`src/rtl/mem_bus_arbiter_pkg.sv`:
```
// Shared types and widths for the memory bus arbiter: state encoding and bus widths.
package mem_bus_arbiter_pkg;

    localparam int unsigned WORD_W  = 16;
    localparam int unsigned BLOCK_W = 64;

    typedef enum logic [2:0] {
        IDLE = 3'd0,
        D_WR = 3'd1,
        D_RD = 3'd2,
        I_RD = 3'd3,
        DMA  = 3'd4
    } arb_state_e;

    function automatic logic is_cpu_xfer(arb_state_e s);
        return (s == D_WR) || (s == D_RD) || (s == I_RD);
    endfunction

endpackage

```
`src/rtl/mem_bus_arbiter_latency_counter.sv`:
```
// Loadable down-counter that holds at zero; o_last flags the final cycle of a fixed latency.
module arb_latency_counter #(
    parameter int unsigned CNT_W = 2
) (
    input  logic             clk,
    input  logic             reset,
    input  logic             i_load,
    input  logic [CNT_W-1:0] i_load_val,
    output logic             o_last
);

    logic [CNT_W-1:0] r_cnt;

    always_ff @(posedge clk or posedge reset) begin
        if (reset) begin
            r_cnt <= '0;
        end else if (i_load) begin
            r_cnt <= i_load_val;
        end else if (r_cnt != '0) begin
            r_cnt <= r_cnt - CNT_W'(1);
        end
    end

    assign o_last = (r_cnt == '0);

endmodule

```
`src/rtl/mem_bus_arbiter.sv`:
```
// Arbitrates the single block-memory port between D-cache, I-cache and a BR/BG DMA master.
// Optional saturating grant/stall statistics are enabled with the ARB_STATS_EN macro.
module mem_bus_arbiter
    import mem_bus_arbiter_pkg::*;
#(
    parameter int unsigned MEM_LATENCY = 4,
    parameter int unsigned STARVE_MAX  = 3
) (
    input  logic               clk,
    input  logic               reset,
    input  logic               i_req,
    input  logic [WORD_W-1:0]  i_addr,
    output logic               i_done,
    output logic [BLOCK_W-1:0] i_rdata,
    input  logic               d_rd_req,
    input  logic               d_wr_req,
    input  logic [WORD_W-1:0]  d_addr,
    input  logic [BLOCK_W-1:0] d_wdata,
    output logic               d_done,
    output logic [BLOCK_W-1:0] d_rdata,
    input  logic               br,
    output logic               bg,
    input  logic               dma_readM,
    input  logic               dma_writeM,
    input  logic [WORD_W-1:0]  dma_address,
    input  logic [BLOCK_W-1:0] dma_wdata,
    output logic               mem_readM,
    output logic               mem_writeM,
    output logic [WORD_W-1:0]  mem_address,
    output logic [BLOCK_W-1:0] mem_wdata,
`ifdef ARB_STATS_EN
    output logic [WORD_W-1:0]  stat_dma_grants,
    output logic [WORD_W-1:0]  stat_cpu_grants,
    output logic [WORD_W-1:0]  stat_stall_cycles,
`endif
    input  logic [BLOCK_W-1:0] mem_rdata
);

    localparam int unsigned CNT_W = (MEM_LATENCY > 1) ? $clog2(MEM_LATENCY) : 1;
    localparam int unsigned SW    = (STARVE_MAX > 0) ? $clog2(STARVE_MAX + 1) : 1;

    arb_state_e         r_state;
    arb_state_e         w_state_next;
    logic               w_grant;
    logic               w_lat_last;
    logic [SW-1:0]      r_starve;
    logic               r_rd;
    logic               r_wr;
    logic               r_bg;
    logic [WORD_W-1:0]  r_addr;
    logic [BLOCK_W-1:0] r_wdata;
    logic [BLOCK_W-1:0] r_i_rdata;
    logic [BLOCK_W-1:0] r_d_rdata;

    assign w_grant = (r_state == IDLE) && (w_state_next != IDLE);

    arb_latency_counter #(
        .CNT_W (CNT_W)
    ) u_lat (
        .clk        (clk),
        .reset      (reset),
        .i_load     (w_grant),
        .i_load_val (CNT_W'(MEM_LATENCY - 1)),
        .o_last     (w_lat_last)
    );

    // State register
    always_ff @(posedge clk or posedge reset) begin
        if (reset) begin
            r_state <= IDLE;
        end else begin
            r_state <= w_state_next;
        end
    end

    // Next-state: starvation override, then fixed priority d_wr > d_rd > i > br
    always_comb begin
        w_state_next = r_state;
        unique case (r_state)
            IDLE: begin
                if (br && (r_starve == SW'(STARVE_MAX))) begin
                    w_state_next = DMA;
                end else if (d_wr_req) begin
                    w_state_next = D_WR;
                end else if (d_rd_req) begin
                    w_state_next = D_RD;
                end else if (i_req) begin
                    w_state_next = I_RD;
                end else if (br) begin
                    w_state_next = DMA;
                end
            end
            D_WR, D_RD, I_RD: begin
                if (w_lat_last) begin
                    w_state_next = IDLE;
                end
            end
            DMA: begin
                if (!br) begin
                    w_state_next = IDLE;
                end
            end
            default: w_state_next = IDLE;
        endcase
    end

    // Registered strobes, address/data launch, read capture and starvation count
    always_ff @(posedge clk or posedge reset) begin
        if (reset) begin
            r_rd      <= 1'b0;
            r_wr      <= 1'b0;
            r_bg      <= 1'b0;
            r_addr    <= '0;
            r_wdata   <= '0;
            r_i_rdata <= '0;
            r_d_rdata <= '0;
            r_starve  <= '0;
        end else begin
            r_rd <= (w_state_next == D_RD) || (w_state_next == I_RD);
            r_wr <= (w_state_next == D_WR);
            r_bg <= (w_state_next == DMA);

            if (w_grant) begin
                unique case (w_state_next)
                    D_WR: begin
                        r_addr  <= d_addr;
                        r_wdata <= d_wdata;
                    end
                    D_RD: begin
                        r_addr  <= d_addr;
                        r_wdata <= '0;
                    end
                    I_RD: begin
                        r_addr  <= i_addr;
                        r_wdata <= '0;
                    end
                    default: begin
                        r_addr  <= '0;
                        r_wdata <= '0;
                    end
                endcase
            end else if (w_state_next == IDLE) begin
                r_addr  <= '0;
                r_wdata <= '0;
            end

            if ((r_state == I_RD) && w_lat_last) begin
                r_i_rdata <= mem_rdata;
            end
            if ((r_state == D_RD) && w_lat_last) begin
                r_d_rdata <= mem_rdata;
            end

            if (!br || (w_grant && (w_state_next == DMA))) begin
                r_starve <= '0;
            end else if (w_grant && is_cpu_xfer(w_state_next)) begin
                r_starve <= r_starve + SW'(1);
            end
        end
    end

    // Output decode: done pulses on the last latency cycle, DMA passthrough while granted
    always_comb begin
        i_done      = 1'b0;
        d_done      = 1'b0;
        i_rdata     = r_i_rdata;
        d_rdata     = r_d_rdata;
        bg          = r_bg;
        mem_readM   = r_rd;
        mem_writeM  = r_wr;
        mem_address = r_addr;
        mem_wdata   = r_wdata;
        unique case (r_state)
            I_RD: begin
                if (w_lat_last) begin
                    i_done  = 1'b1;
                    i_rdata = mem_rdata;
                end
            end
            D_RD: begin
                if (w_lat_last) begin
                    d_done  = 1'b1;
                    d_rdata = mem_rdata;
                end
            end
            D_WR: begin
                d_done = w_lat_last;
            end
            DMA: begin
                mem_writeM  = dma_writeM;
                mem_readM   = dma_readM && !dma_writeM;
                mem_address = dma_address;
                mem_wdata   = dma_wdata;
            end
            default: ;
        endcase
    end

`ifdef ARB_STATS_EN
    logic [WORD_W-1:0] r_stat_dma;
    logic [WORD_W-1:0] r_stat_cpu;
    logic [WORD_W-1:0] r_stat_stall;

    // Saturating grant and DMA-stall counters
    always_ff @(posedge clk or posedge reset) begin
        if (reset) begin
            r_stat_dma   <= '0;
            r_stat_cpu   <= '0;
            r_stat_stall <= '0;
        end else begin
            if (w_grant && (w_state_next == DMA) && (r_stat_dma != '1)) begin
                r_stat_dma <= r_stat_dma + WORD_W'(1);
            end
            if (w_grant && is_cpu_xfer(w_state_next) && (r_stat_cpu != '1)) begin
                r_stat_cpu <= r_stat_cpu + WORD_W'(1);
            end
            if ((r_state == DMA) && (i_req || d_rd_req || d_wr_req) && (r_stat_stall != '1)) begin
                r_stat_stall <= r_stat_stall + WORD_W'(1);
            end
        end
    end

    assign stat_dma_grants   = r_stat_dma;
    assign stat_cpu_grants   = r_stat_cpu;
    assign stat_stall_cycles = r_stat_stall;
`endif

endmodule
```
`config.mk`:
```
export PLATFORM = sky130hd
export DESIGN_NAME = mem_bus_arbiter
export DESIGN_NICKNAME = d
export VERILOG_FILES = /design/src/rtl/mem_bus_arbiter_pkg.sv /design/src/rtl/mem_bus_arbiter_latency_counter.sv /design/src/rtl/mem_bus_arbiter.sv
export SDC_FILE = /design/constraint.sdc
export NUM_CORES = 1
export LEC_CHECK = 0
export ABC_AREA = 0
export CORE_MARGIN = 4
export CORE_UTILIZATION = 30
export DETAILED_ROUTE_END_ITERATION = 8
export RECOVER_POWER = 25
export SYNTH_ARGS = -nofsm -noshare
export SYNTH_HDL_FRONTEND = slang
export SYNTH_SLANG_ARGS = --single-unit
```
`constraint.sdc`:
```
create_clock -name clk -period 6 [get_ports clk]
set_input_delay 0.6 -clock clk [delete_from_list [all_inputs] [get_ports clk]]
set_output_delay 0.6 -clock clk [all_outputs]
set_load 0.03 [all_outputs]
```
# Word-level counts from Yosys, hierarchy flattened
# Cells that the tools add are included.
# word_totals
ff_bits	218
latchBits	0
ramBits	0
romBits	0
input_bits	248
out_inout_bits	213
elab_cells	73
n_memories	0
# classes
addsub	2
multipliers	0
div_mod_pow	0
magnitude_cmp	0
n_eq_ne	9
n_shift	0
muxes	29
bitwise	0
reduce_logical	23
# ops
op	n
$mux 64	8
$mux 16	3
$pmux 16 s2	1
$mux 3	7
$eq 3x2->1 const B	4
$pmux 3 s3	1
$mux 2	4
$reduce_bool 2->1	4
$logic_and 1x1->1	7
$eq 3x1->1 const B	2
$eq 3x3->1 const B	2
$logic_not 3->1	2
$logic_or 1x1->1	4
$mux 1	4
$reduce_bool 3->1	1
$reduce_or 3->1	1
$add 2x1->2 const B	1
$eq 2x2->1 const B	1
$logic_not 1->1	2
$logic_not 2->1	1
$pmux 1 s2	1
$reduce_or 2->1	1
$sub 2x1->2 const B	1

# Longest topological paths before layout
# Gate-level depths: netlist (run 1).
# logic_depth
word_depth	12
ltp_mapped	10
mapped_depth_nobuf	7

# By module
# Synthesis (run 1) repeated with hierarchy kept, for this count alone.
# hier_totals
hier_cells	806
area_unflattened_um2	10920.5
# by_module_without_submodules
mod	n_inst	cells_per_inst	area_per_inst_um2	seq_area_each_um2
mem_bus_arbiter	1	793	10792.9	5405.2
arb_latency_counter	1	13	127.6	50.0

# Least setup slack after synthesis (run 1)
# Ideal clock, no wire load.
# synth_timing
kind	register to output
start	register u_lat.r_cnt[0]
end	output port d_rdata[0]
arrival_ns	1.846
t_required_ns	5.400
path_slack_ns	3.554
path_stages_with_launch	9
path_buffers	2
path_cell_list	dfrtp_1 > inv_1 > ha_1 > and2b_2 > nand2_1 > nor2_1 > clkbuf_1 > buf_2 > mux2_2
# synth_between
elab_chain_len	3
# synth_lines
item	line	rtl
start, declared	mem_bus_arbiter_latency_counter.sv:12	logic [CNT_W-1:0] r_cnt;
start signal, assigned	mem_bus_arbiter_latency_counter.sv:18	r_cnt <= i_load_val;
start signal, assigned	mem_bus_arbiter_latency_counter.sv:20	r_cnt <= r_cnt - CNT_W'(1);
$logic_not 2->1	mem_bus_arbiter_latency_counter.sv:24	assign o_last = (r_cnt == '0);
$mux 64	mem_bus_arbiter.sv:181	if (w_lat_last) begin
$mux 64	mem_bus_arbiter.sv:173	unique case (r_state)
end, declared	mem_bus_arbiter.sv:20	output logic [BLOCK_W-1:0] d_rdata,
# No other way between the ends.

==> summary.txt, run 1 <==
status = finished, violations left
failing checks = max-capacitance violations, max-slew violations
Via density = 4.66
commonest non-fill, non-tap cell in the layout = clkdlybuf4s50_1
global-route wire length before repair = 53900 um
initial antenna violation count = 3
crit path from = reset
post-CTS resize count = 0
Layout Skew = 0.0114 ns
Worst-path clk slew = 0.05 ns
area of the multi-input gates = 4530 sq um
die height = 194 um
Iter 0 DRT Violations = 340
most frequent cells in the layout = clkdlybuf4s50_1, nand2_1, dfrtp_1
final setup fails = 0
Critical Path Slowest Stage Cell = clkbuf_2
Worst Path Arrival = 4.08 ns
ranking of synthesized cells by area = dfrtp_1, mux2_2, nand2_1
Synth area leader = dfrtp_1
Crit Reg-Reg Startpoint = r_starve[0]$_DFFE_PP0P_
drt pass-1 iters = 4
Flop pwr share = 26.5%
Sequential Area = 5460 sq um
max-slew violation count = 211
I/O Buffers = 460
dpl hpwl = 25000 um
Cell Rows = 67
Post-Syn Area per Cell = 11.4 sq um
final worst slack = 1.75 ns
post-route insts no fill = 1817
clk sinks = 218
clk_lat worst skew = 0.52 ns
WP data required = 5.84 ns
P_sw = 3.55 mW
area of the core = 33800 sq um
VDD IR-drop max = 0.273 mV
Pint = 5.19 mW
Hold Slack = 0.465 ns
CTS tree = done
Lkg Pwr = 7.26 nW
WL per Instance = 19.1 um
Fin. Hold Viols = 0
GRT Total Usage = 17.8%
Setup crit start kind = input pin
switching share of power = 40.7%
Initial Util = 30.6%
share of cells above drive strength 1 = 20.9%
slowest cell delay on critical path = 2.36 ns
CTS buffer count = 27
vias in the first global route = 8860
drc violations = 0
GP Congestion = 0.883
share of the synthesized area in the top cell type = 52.8%
Tightest Pin Transition = 3.46 ns
Comb power frac = 53.9%
Netlist Area Pre-Place = 10300 sq um
CTS Root Cell = clkbuf_16
hold_buf cts = 0
final WL = 34700 um
Die Width = 194 um
Finished Cell Area = 16200 sq um
Post-CTS Setup Inserts = 0
Rel. slew slack = -131%
WS Path Type = input pin to async pin
CTS HTree Levels = 1
Die Area = 37500 sq um
Antenna Nets Post-Route = 0
Max-cap violations = 2
Filler cells = 3057
pre-CTS setup slack = 2.43 ns
CP Cell Sequence = dlygate4sd3_1, clkinvlp_2, clkbuf_2
#FFs+latches synth = 218
clock share of power = 19.6%
count of cell types in the netlist = 40
Yosys warning total = 0
final critical-path required period = 4.25 ns
sequential area share after synthesis = 52.8%
largest net degree at the start of global routing = 134
setup TNS = 0 ns
gr ovfl total = 0
fin crit share = 70.8%
Worst Path Max Fanout = 133
cell count after synthesis = 908
HP Start = r_i_rdata[5]$_DFFE_PP0P_
fmax = 0.236 GHz
RSZ-0062 raised after global routing = no
Final #Nets = 1596
placed cells = 1765
worst hold path type = flop to flop
# IOs = 461
Critical Path End Type = async pin
DP Area = 15300 sq um
CTS max path bufs = 3
routed vias = 8463
P per Cell Area = 539 nW/um^2
syn_nets = 1158
area grow syn2layout = 56.8%
==> cell usage after synthesis (all sizes together) <==
master	number
inv	5
xor2	3
a31o	3
nand3	1
ha	2
nor2	22
and3	1
or3	1
a21oi	1
buf	40
clkbuf	21
and2	2
mux2	210
a211oi	1
nand2	258
a22o	64
and2b	3
o311a	2
o2bb2ai	1
or2	2
nand3b	1
o21a	1
o21ai	5
mux2i	1
nand2b	1
nor3b	1
dfrtp	218
a221oi	16
o311ai	1
nor2b	1
nor3	19
==> layer usage <==
metal  vias up  track usage (%)  part of all wire (%)
met1      4096             23.2                    43
li1       4040                -                     -
met3        55             4.38                   6.4
met5         -                0                     0
met2       272             29.4                    48
met4         0             5.25                   2.6
==> power by group through the flow <==
stage               Sequential (mW)  Combinational, mW  Clock, mW
global placement               2.33               4.72          0
global route                   2.39               5.02       1.83
finish                         2.32               4.71       1.71
floorplan                      2.25               2.99          0
detailed placement             2.35               4.74          0
CTS                            2.32               4.78       1.77
==> sequential cells by signal (all words and copies together), names as in the netlist <==
| name | count |
|---|---|
| r_d_rdata | 64 |
| r_i_rdata | 64 |
| r_wdata | 64 |
| r_addr | 16 |
| r_state | 3 |
| r_starve | 2 |
| u_lat.r_cnt | 2 |
| bg | 1 |
| r_rd | 1 |
| r_wr | 1 |
==> worst paths after layout <==
kind / to / slack (ns) / cells after the start
min in group asynchronous: r_d_rdata[53]$_DFFE_PP0P_ / 0.54 / 2
max in group clk: mem_wdata[47] / 1.95 / 5
max: r_i_rdata[20]$_DFFE_PP0P_ / 1.75 / 3
max reg2reg: r_wdata[38]$_DFFE_PP0P_ / 2.63 / 7
min reg2reg: r_i_rdata[5]$_DFFE_PP0P_ / 0.46 / 2
min: r_i_rdata[5]$_DFFE_PP0P_ / 0.46 / 2
==> through the flow <==
stage	power, mW	utilization, %
finish	8.74	48.0
global route	9.24	48.0
CTS	8.87	48.1
detailed placement	7.09	45.3
global placement	7.06	45.3
floorplan	5.23	-
==> worst max-delay path, delay by kind of cell <==
kind / cells / cell delay (ns)
buffers and inverters: 3 / 3.23
==> final cells by class <==
| type | instances | share of cell area [%] |
|---|---|---|
| antenna | 3 | 0.0463 |
| clock buffer | 40 | 4.90 |
| clock inverter | 9 | 0.949 |
| inverter | 5 | 0.123 |
| multi-input combinational | 624 | 28.0 |
| sequential | 218 | 33.7 |
| tap | 448 | 3.46 |
| timing repair buffer | 470 | 28.9 |
==> cell families (layout without fill, tap and decap cells) <==
group,Yosys count,in the layout,share of synthesized area [%]
buffers and inverters,66,524,3.44
multiplexers,211,211,23.0
other,0,3,0
AND/OR/NAND/NOR,313,313,12.2
adder cells (fa/ha/maj),2,2,0.242
AO/OA/AOI/OAI,95,95,8.12
XOR/XNOR,3,3,0.254
flip-flops,218,218,52.8
Power figures use the tool's default switching activity.
==> inputs of run 2 (changes only) <==
Clock period 6 ns to 3.5 ns, I/O delays scaled along.
==> run 2 against run 1 <==
The run still ends with max-capacitance violations, max-slew violations left. Critical path type is now flop to primary output. Sequential share of layout area shrank 0.38 points. Flip-flop and latch count is the same. Sequential power increased by 74%. Clock skew rose by 0.0020 ns. Register-to-register slack worse by 1.7 ns. Via count increased by 0.95%. Total power up 72%. Combinational power up 73%. Clock power increased by 65%. Die area did not move.
==> summary.txt, run 2 (synthesis gave the netlist of run 1 again) <==
P_sw = 6.12 mW (+72%)
Setup crit start kind = flop
commonest non-fill, non-tap cell in the layout = clkdlybuf4s50_1
Worst-path clk slew = 0.05 ns (about the same)
Filler cells = 3099 (+1.4%)
RSZ-0062 raised after global routing = no
Fin. Hold Viols = 0 (unchanged)
Final #Nets = 1612 (+1.0%)
global-route wire length before repair = 55200 um (+2.3%)
Crit Reg-Reg Startpoint = r_starve[0]$_DFFE_PP0P_
Die Width = 194 um (unchanged)
CTS buffer count = 26 (-3.7%)
# IOs = 461 (unchanged)
HP Start = mem_rdata[22]
WS Path Type = flop to primary output
CTS max path bufs = 3 (unchanged)
die height = 194 um (unchanged)
WP data required = 3.15 ns (-2.69 ns)
CTS HTree Levels = 1 (unchanged)
Flop pwr share = 26.9% (+0.4 points)
final setup fails = 0 (unchanged)
CTS Root Cell = clkbuf_16
Pint = 8.89 mW (+71%)
largest net degree at the start of global routing = 113 (-16%)
area grow syn2layout = 58.6%
most frequent cells in the layout = clkdlybuf4s50_1, nand2_1, dfrtp_1
Via density = 4.67 (+0.23%)
Worst Path Arrival = 3.04 ns (-1.04 ns)
Lkg Pwr = 7.42 nW (+2.2%)
share of cells above drive strength 1 = 21.8% (+0.95 points)
Sequential Area = 5460 sq um (unchanged)
initial antenna violation count = 2 (-1)
routed vias = 8543 (+0.95%)
max-slew violation count = 220 (+4.3%)
Worst Path Max Fanout = 34 (-74%)
clk_lat worst skew = 0.53 ns (about the same)
vias in the first global route = 9003 (+1.6%)
drt pass-1 iters = 4 (unchanged)
status = finished, violations left
fmax = 0.295 GHz
setup TNS = 0 ns (unchanged)
Max-cap violations = 2 (unchanged)
Comb power frac = 54.3% (+0.4 points)
dpl hpwl = 26100 um (+4.1%)
GP Congestion = 0.877 (-0.69%)
worst hold path type = input pin to flop
final worst slack = 0.107 ns (-1.65 ns)
Layout Skew = 0.0134 ns (+0.00202 ns)
Top Registers = r_d_rdata: 64 flops, r_i_rdata: 64 flops, r_wdata: 64 flops
fin crit share = 96.9%
I/O Buffers = 460 (unchanged)
WL per Instance = 19.4 um (+1.9%)
final WL = 35600 um (+2.6%)
CTS tree = done
Cell Rows = 67 (unchanged)
Antenna Nets Post-Route = 0 (unchanged)
Hold Slack = 0.436 ns (-0.0286 ns)
P per Cell Area = 916 nW/um^2 (+70%)
pre-CTS setup slack = 0.501 ns (-1.93 ns)
drc violations = 0 (unchanged)
area of the multi-input gates = 4540 sq um (+0.28%)
final critical-path required period = 3.39 ns
Iter 0 DRT Violations = 324 (-4.7%)
GRT Total Usage = 18.2% (+0.40 points)
Rel. slew slack = -78.2% (+53 points)
hold_buf cts = 0 (unchanged)
crit path from = r_state[0]$_DFF_PP0_
VDD IR-drop max = 0.595 mV (+120%)
clock share of power = 18.8% (-0.8 points)
area of the core = 33800 sq um (unchanged)
Tightest Pin Transition = 2.67 ns (-0.791 ns)
clk sinks = 218 (unchanged)
switching share of power = 40.8% (+0.12 points)
gr ovfl total = 0 (unchanged)
Critical Path End Type = primary output
Die Area = 37500 sq um (unchanged)
failing checks = max-capacitance violations, max-slew violations
Initial Util = 30.6% (unchanged)
[run 2: stage by stage]
stage	std cells	area (sq um)	util, %	power [mW]
floorplan	908	10300	-	8.97
global placement	1777	15400	45.7	12.2
detailed placement	1777	15400	45.7	12.3
CTS	1826	16400	48.4	15.2
global route	1830	16400	48.5	15.9
finish	1830	16400	48.5	15.0
[run 2: worst paths after layout]
| kind | endpoint | slack (ns) | depth (start not counted) |
|---|---|---|---|
| max | mem_wdata[12] | 0.11 | 5 |
| min | r_i_rdata[22]$_DFFE_PP0P_ | 0.44 | 3 |
| max reg2reg | r_wdata[25]$_DFFE_PP0P_ | 0.93 | 7 |
| min reg2reg | r_i_rdata[2]$_DFFE_PP0P_ | 0.46 | 2 |
| max in group asynchronous | r_d_rdata[18]$_DFFE_PP0P_ | 0.75 | 3 |
| min in group asynchronous | r_wdata[18]$_DFFE_PP0P_ | 1.14 | 3 |
[run 2: power groups by stage]
stage	Combinational [mW]	Clock (mW)	Sequential, mW
floorplan	5.12	0	3.85
finish	8.16	2.82	4.04
global placement	8.13	0	4.07
global route	8.71	3.01	4.14
detailed placement	8.20	0	4.07
CTS	8.25	2.91	4.04
[run 2: final cells by class]
class,instances,share of cell area [%]
tap,448,3.42
multi-input combinational,624,27.7
antenna,2,0.0305
timing repair buffer,487,29.9
sequential,218,33.3
inverter,5,0.122
clock buffer,39,4.82
clock inverter,7,0.694
[run 2: timing repair]
| item | CTS | global route |
|---|---|---|
| hold endpoints to repair | 0 | 0 |
| pin swaps | 1 | 1 |
| cloned | 0 | 1 |
| setup endpoints to repair | 56 | 59 |
| buffers inserted | 3 | 1 |
| gates resized for setup | 0 | 5 |
[run 2: metal layers]
metal / up-vias / wire (um) / global-route usage (%)
li1: 4061 / - / -
met1: 4183 / 15300 / 23.8
met2: 252 / 17500 / 30.9
met3: 47 / 1820 / 3.68
met4: 0 / 942 / 4.69
met5: - / 0 / 0
[run 2: worst max-delay path, cell delays in order, from the launching register on]
cell and delay [ns]:
dfrtp_1 0.52, nor2_1 0.27, and2_4 0.44, buf_12 0.26
mux2_2 0.39, clkdlybuf4s50_1 0.60
